===== src/rtl/nes_joypad_serializer.sv =====
// -----------------------------------------------------------------------------
// nes_joypad_serializer
//
// Emulates the serial side of NES controller ports. A level strobe latches the
// parallel pad state into per-port shift registers; each high-to-low transition
// of a port's read clock shifts that port's registers by one bit. With
// four_score=1 the d0 stream is 24 bits long: primary pad, secondary pad, then
// a signature byte that identifies the Four Score adapter.
//
// Parameters
//   NUM_PORTS : number of serial controller ports (1..4)
//   FILL      : bit shifted into d0 after its stream is exhausted
//   SIG0      : Four Score signature byte for port 0, LSB first
//   SIG1      : Four Score signature byte for port 1 (ports 2/3 use 8'h00)
//
// Ports
//   clk        : system clock, the only clock
//   reset      : synchronous active-high reset
//   strobe     : level latch request; reloads every port every cycle while 1
//   port_clk   : per-port read clock; a read is its high-to-low transition
//   four_score : 1 selects the 24-bit Four Score d0 stream at reload
//   pad_in     : 2*NUM_PORTS pad bytes, player p at [8p+7:8p], bit0 = A;
//                players NUM_PORTS.. are the secondary pads of each port
//   aux_in     : per port i, d3 byte at [16i+7:16i], d4 byte at [16i+15:16i+8]
//   port_d0    : current serial d0 bit per port
//   port_d3    : current d3 lane bit per port
//   port_d4    : current d4 lane bit per port
//   rd_count   : per-port reads since last latch, 5 bits each, saturating at 31
// -----------------------------------------------------------------------------
module nes_joypad_serializer #(
    parameter int          NUM_PORTS = 2,
    parameter logic        FILL      = 1'b0,
    parameter logic [7:0]  SIG0      = 8'h08,
    parameter logic [7:0]  SIG1      = 8'h04
) (
    input  logic                    clk,
    input  logic                    reset,
    input  logic                    strobe,
    input  logic [NUM_PORTS-1:0]    port_clk,
    input  logic                    four_score,
    input  logic [16*NUM_PORTS-1:0] pad_in,
    input  logic [16*NUM_PORTS-1:0] aux_in,
    output logic [NUM_PORTS-1:0]    port_d0,
    output logic [NUM_PORTS-1:0]    port_d3,
    output logic [NUM_PORTS-1:0]    port_d4,
    output logic [5*NUM_PORTS-1:0]  rd_count
);

    localparam logic [4:0] CNT_MAX = 5'd31;

    // Signature byte appended after the two pad bytes in Four Score mode.
    function automatic logic [7:0] signature(input int port);
        case (port)
            0:       return SIG0;
            1:       return SIG1;
            default: return 8'h00;
        endcase
    endfunction

    for (genvar i = 0; i < NUM_PORTS; i++) begin : g_port
        logic [23:0] d0_q;
        logic [7:0]  d3_q;
        logic [7:0]  d4_q;
        logic [4:0]  cnt_q;
        logic        clk_q;   // port_clk as seen on the previous cycle
        logic        read;
        logic [7:0]  primary;
        logic [7:0]  secondary;

        assign primary   = pad_in[8*i +: 8];
        assign secondary = pad_in[8*(i+NUM_PORTS) +: 8];

        // Falling edge of the port read clock. Strobe masks it so that a
        // read coinciding with a reload is discarded rather than applied to
        // the freshly loaded data.
        assign read = clk_q & ~port_clk[i] & ~strobe;

        // NOTE: all state here is sequential, so every assignment in this
        // block is non-blocking; the registers then all see pre-edge values.
        always_ff @(posedge clk) begin
            if (reset) begin
                d0_q  <= '0;
                d3_q  <= '0;
                d4_q  <= '0;
                cnt_q <= '0;
                clk_q <= 1'b0;
            end else begin
                // Tracked every cycle, strobe or not, so an edge that spans
                // the strobe release is seen exactly once.
                clk_q <= port_clk[i];
                if (strobe) begin
                    if (four_score) begin
                        d0_q <= {signature(i), secondary, primary};
                    end else begin
                        d0_q <= {{16{FILL}}, primary};
                    end
                    d3_q  <= aux_in[16*i +: 8];
                    d4_q  <= aux_in[16*i+8 +: 8];
                    cnt_q <= '0;
                end else if (read) begin
                    d0_q <= {FILL, d0_q[23:1]};
                    d3_q <= {1'b0, d3_q[7:1]};
                    d4_q <= {1'b0, d4_q[7:1]};
                    if (cnt_q != CNT_MAX) begin
                        cnt_q <= cnt_q + 5'd1;
                    end
                end
            end
        end

        // Outputs come straight from register bit 0; no input reaches them
        // combinationally.
        assign port_d0[i]          = d0_q[0];
        assign port_d3[i]          = d3_q[0];
        assign port_d4[i]          = d4_q[0];
        assign rd_count[5*i +: 5]  = cnt_q;
    end

endmodule


===== config.mk =====
export PLATFORM = sky130hd
export DESIGN_NAME = nes_joypad_serializer
export DESIGN_NICKNAME = d
export VERILOG_FILES = /design/src/rtl/nes_joypad_serializer.sv
export SDC_FILE = /design/constraint.sdc
export NUM_CORES = 1
export LEC_CHECK = 0
export CORE_UTILIZATION = 51
export CTS_CLUSTER_SIZE = 20
export DETAILED_ROUTE_END_ITERATION = 10
export PLACE_DENSITY = 0.8
export SLEW_MARGIN = 20
export SYNTH_ARGS = -nofsm -noshare
export SYNTH_HDL_FRONTEND = slang
export SYNTH_SLANG_ARGS = --single-unit

===== constraint.sdc =====
create_clock -name clk -period 2.3 [get_ports clk]
set_clock_uncertainty 0.2 [all_clocks]
set_input_delay 0.575 -clock clk [delete_from_list [all_inputs] [get_ports clk]]
set_output_delay 0.575 -clock clk [all_outputs]
set_load 0.01 [all_outputs]

======== After elaboration in Yosys (flattened, before gate mapping) ========
Cells that the tools add are included.
storage, ports and cells
  register bits after elaboration ......... 92
  bits of input ports ..................... 70
  output and inout port bits .............. 16
  logic and storage cells ................. 40
operators by class
  add/subtract/negate cells ............... 2
  eq/ne operators ......................... 2
  mux-type cells .......................... 14
  bitwise operators ....................... 7
  reduce and logical (&&, ||, !) cells .... 5
operator list
  cell                                          count
  2-to-1 mux 24 bit                             4
  2-to-1 mux 8 bit                              8
  2-to-1 mux 20 bit                             1
  2-to-1 mux 19 bit                             1
  adder 5 x 1 -> 5 bit, second input constant   2
  inequality test 5 bit, second input constant  2
  bitwise AND 1 bit                             4
  AND reduction 2 bit                           2
  nonzero test 2 bit                            2
  NOT 1 bit                                     3
  OR reduction 2 bit                            1

======== Longest topological paths before layout ========
  depth in word-level cells ............... 5
  depth in mapped cells ................... 6
  depth with buffers taken out ............ 6

======== Worst setup path after synthesis ========
Ideal clock, no wire load.
  path type ............................... flip-flop to flip-flop
  from .................................... reg g_port[1].cnt_q[0]
  to ...................................... reg g_port[1].cnt_q[3]
  library setup time ...................... 0.070 ns
  arrival time ............................ 1.567 ns
  data required time ...................... 2.030 ns
  path slack .............................. 0.463 ns
  cell stages (with the launch flop) ...... 6
  buffers on the path ..................... 0
  period minus slack after synthesis ...... 1.837 ns
  cell sequence ........................... dfxtp_1 > ha_1 > and3_1 > ha_1 > or4_1 > a21oi_1
on the way
  cells in the longest elaborated chain, start to end .. 2
  elaborated cells between the ends (all ways) .. 3
  classes of those cells .................. add/sub (1); eq/ne (1); reduce/logical (1)
RTL lines
  element                                                       line  text
  start, declared                                               64    logic [4:0] cnt_q;
  start signal, assigned                                        105   cnt_q <= cnt_q + 5'd1;
  branches (longest 2 deep; another with adder 5 x 1 -> 5 bit)  -
Several ways; the timed one is not identified.
A chain may end at the register's enable or synchronous reset.

======== Worst setup path after layout ========
  from .................................... reg g_port[1].cnt_q[0]
  to ...................................... out rd_count[5]
RTL lines
  element        line  text
  end, declared  46    output logic [5*NUM_PORTS-1:0] rd_count
No word-level cell between the ends.

==> impl_metrics.ini <==
[floorplanning]
core_area_sq_um = 7410
row_count = 31
start_util_pct = 53.8
dieArea_sq_um = 8170
dieWidth_um = 90.4
dieHeight_um = 90.4
boundaryPins = 86

[setup_path]
critPathBufInv = 1
rr_startpoint = g_port[1].cnt_q[0]
r2r_cells = 6
worstPathArrival_ns = 1.31
cp_slowest_cell = clkdlybuf4s50_1
cp-startpoint = g_port[1].cnt_q[0]
path_cells = clkdlybuf4s50_1
worstPathMaxFanout = 4
r2r-end = g_port[1].cnt_q[0]
rrSetupSlack_ns = 0.36
cp-start-kind = flop
crit_family = buffers and inverters
crit_path_end_kind = primary output
critical_path_class = flop to primary output
slowest_delay_ns = 0.56
required_ns = 1.52

[routing]
wire_per_inst_um = 12.0
num_vias = 3052
vias_per_cell = 5.00
wl_mm = 7.34
drc = 0
antenna_left = 0
firstDrtPassIters = 4
drt_iter0_drc = 72

[yosys]
synth_top_area_cell = dfxtp_1
syn_area_per_cell_sq_um = 9.19
synth-async-reset-ratio_pct = 0
netlist_area_sq_um = 3990
synth_nets = 508
synth_top_area_share_pct = 41.7
synth_cell_type_count = 26
synth_edf_count = 0
synth-seq-cells = 83
syn_inst = 434
ys_warn_count = 0
synth.most_common_cell = dfxtp_1
synth_flop_cell = dfxtp_1
synth-seq-area-share_pct = 41.7
synth.area.top_cells = dfxtp_1 42%, mux2_2 17%, o21a_1 11%
ys_top_cells_by_count = 83 x dfxtp_1, 72 x a21oi_1, 60 x mux2_2, 60 x o21a_1, 44 x inv_1

[hold_path]
hold_start = g_port[0].d0_q[19]
hold_depth = 2
hold_end = g_port[0].d0_q[19]
worstHoldPathType = flop to flop

[layout]
antenna_cells = 0
design_area_sq_um = 5110
layout-drive-gt1-share_pct = 18.4
fin_util_pct = 68.9
instances_no_fill = 610
fin_nets = 580
area_growth_pct = 28.1

[timing]
min_period_ns = 2.08
max_slew.worst_pin.slew_ns = 0.457
rsz0062_at_grt = no
slew_headroom_pct = 69.5
finalSetupViolCount = 0
fmaxAchievable_mhz = 480
slew_viol_final = 0
hold_viol_final = 0
worst_hold_slack_ns = 0.290
finalCritPeriodShare_pct = 90.5

[clock_network]
clk_path_buf_depth = 2
cts-resized-gates = 0
clock_sinks = 83
cts_setup_buffers = 0
cts_max_level = 3
cts_tree = built
cts-root-buf = clkbuf_8
cts_buffers = 9
cts.clk_slew.worst_paths_ns = 0.08
cts_hold_buf = 0
clock_latency_ns = 0.34

[global_route]
antenna_found_initial = 0
globalRouteOverflowTotal = 0
grt_pass1_wl_mm = 12.3
grt_max_degree = 68
grt_pass1_vias = 2864
grt_util_all_layers_pct = 18.5

[placed_design]
gp_congestion = 0.742
io_buffer_count = 85
dpl_cell_area_sq_um = 4920
placed_cells = 594
post-dp-hpwl_mm = 5.20

[pwr]
intPower_mw = 2.34
p_total_mw = 3.03
powerDensity_nw_per_um2 = 593
p_clk_share_pct = 33.0
switching_share_pct = 22.6
p_sw_mw = 0.686
comb_power_share_pct = 15.6
share_seq_of_total_power_pct = 51.4
p_leak_nw = 2.20
peakVddDrop_v = 0.000355

[run]
drv_cap = 0

[status]
status = finished, final reports clean
area by class of cell:
cell class	instances	area (sq um)
Fill cell	570	2300
Inverter	44	165
Timing Repair Buffer	102	1020
Multi-Input combinational cell	266	1950
Clock buffer	14	153
Sequential cell	83	1660
Tap cell	99	124
Clock inverter	2	35.0
power groups by stage:
stage / clock, mW / sequential [mW] / combinational [mW]
after floorplan: 0 / 1.58 / 0.298
after global placement: 0 / 1.59 / 0.463
after detailed placement: 0 / 1.59 / 0.474
after CTS: 1.04 / 1.56 / 0.477
after global routing: 1.09 / 1.57 / 0.519
final: 1.00 / 1.56 / 0.472
how the worst max path moves through the flow:
stage	to	cells after the start
floorplan	g_port[1].cnt_q[3]	5
global route	rd_count[5]	1
global placement	g_port[0].d0_q[6]	5
CTS	rd_count[5]	1
detailed placement	g_port[0].d0_q[1]	5
finish	rd_count[5]	1
per-stage QoR:
| stage | setup WS [ns] | TNS, ns |
|---|---|---|
| final | 0.218 | 0 |
| after global routing | 0.154 | 0 |
| after CTS | 0.201 | 0 |
| after detailed placement | -0.0552 | -0.945 |
| after global placement | 0.0239 | 0 |
| after floorplan | 0.463 | 0 |
flip-flops by register name (all words and copies together), names as in the netlist:
signal and count:
g_port.clk_q 2, g_port.cnt_q 10, g_port.d0_q 39, g_port.d4_q 16, g_port.d3_q 16
cells by family after synthesis:
kind of cell               Yosys count  share of synthesized area (%)
AOI/OAI and AO/OA                  138                           21.2
xor gates and xnor gates             4                          0.879
adders and majority gates            4                           1.26
buffers and inverters               85                           9.45
DFF                                 83                           41.7
muxes                               65                           18.2
and+or+nand+nor                     55                           7.31
routing by layer:
| layer | global-route usage [%] | wire length, um |
|---|---|---|
| met5 | 0 | 0 |
| met4 | 8.60 | 116 |
| met1 | 21.8 | 3260 |
| met3 | 2.86 | 203 |
| met2 | 32.9 | 3770 |
cell usage in the layout (no fill, tap or decap):
master	n
a21oi_1	72
and3_1	2
buf_12	4
buf_2	1
buf_4	14
bufinv_16	1
clkbuf_1	4
clkbuf_8	10
clkdlybuf4s50_1	83
clkinv_2	1
dfxtp_1	83
ha_1	4
inv_1	44
mux2_2	60
mux2i_1	5
nand2_1	25
nand2b_4	2
nand3_1	2
nand3b_1	6
nor2_1	9
nor2b_1	2
nor3b_1	2
nor4bb_1	2
o21a_1	60
o21ai_0	4
o31ai_1	2
or2_2	1
or4_1	2
xnor2_1	4
(Power assumes the default switching activity.)
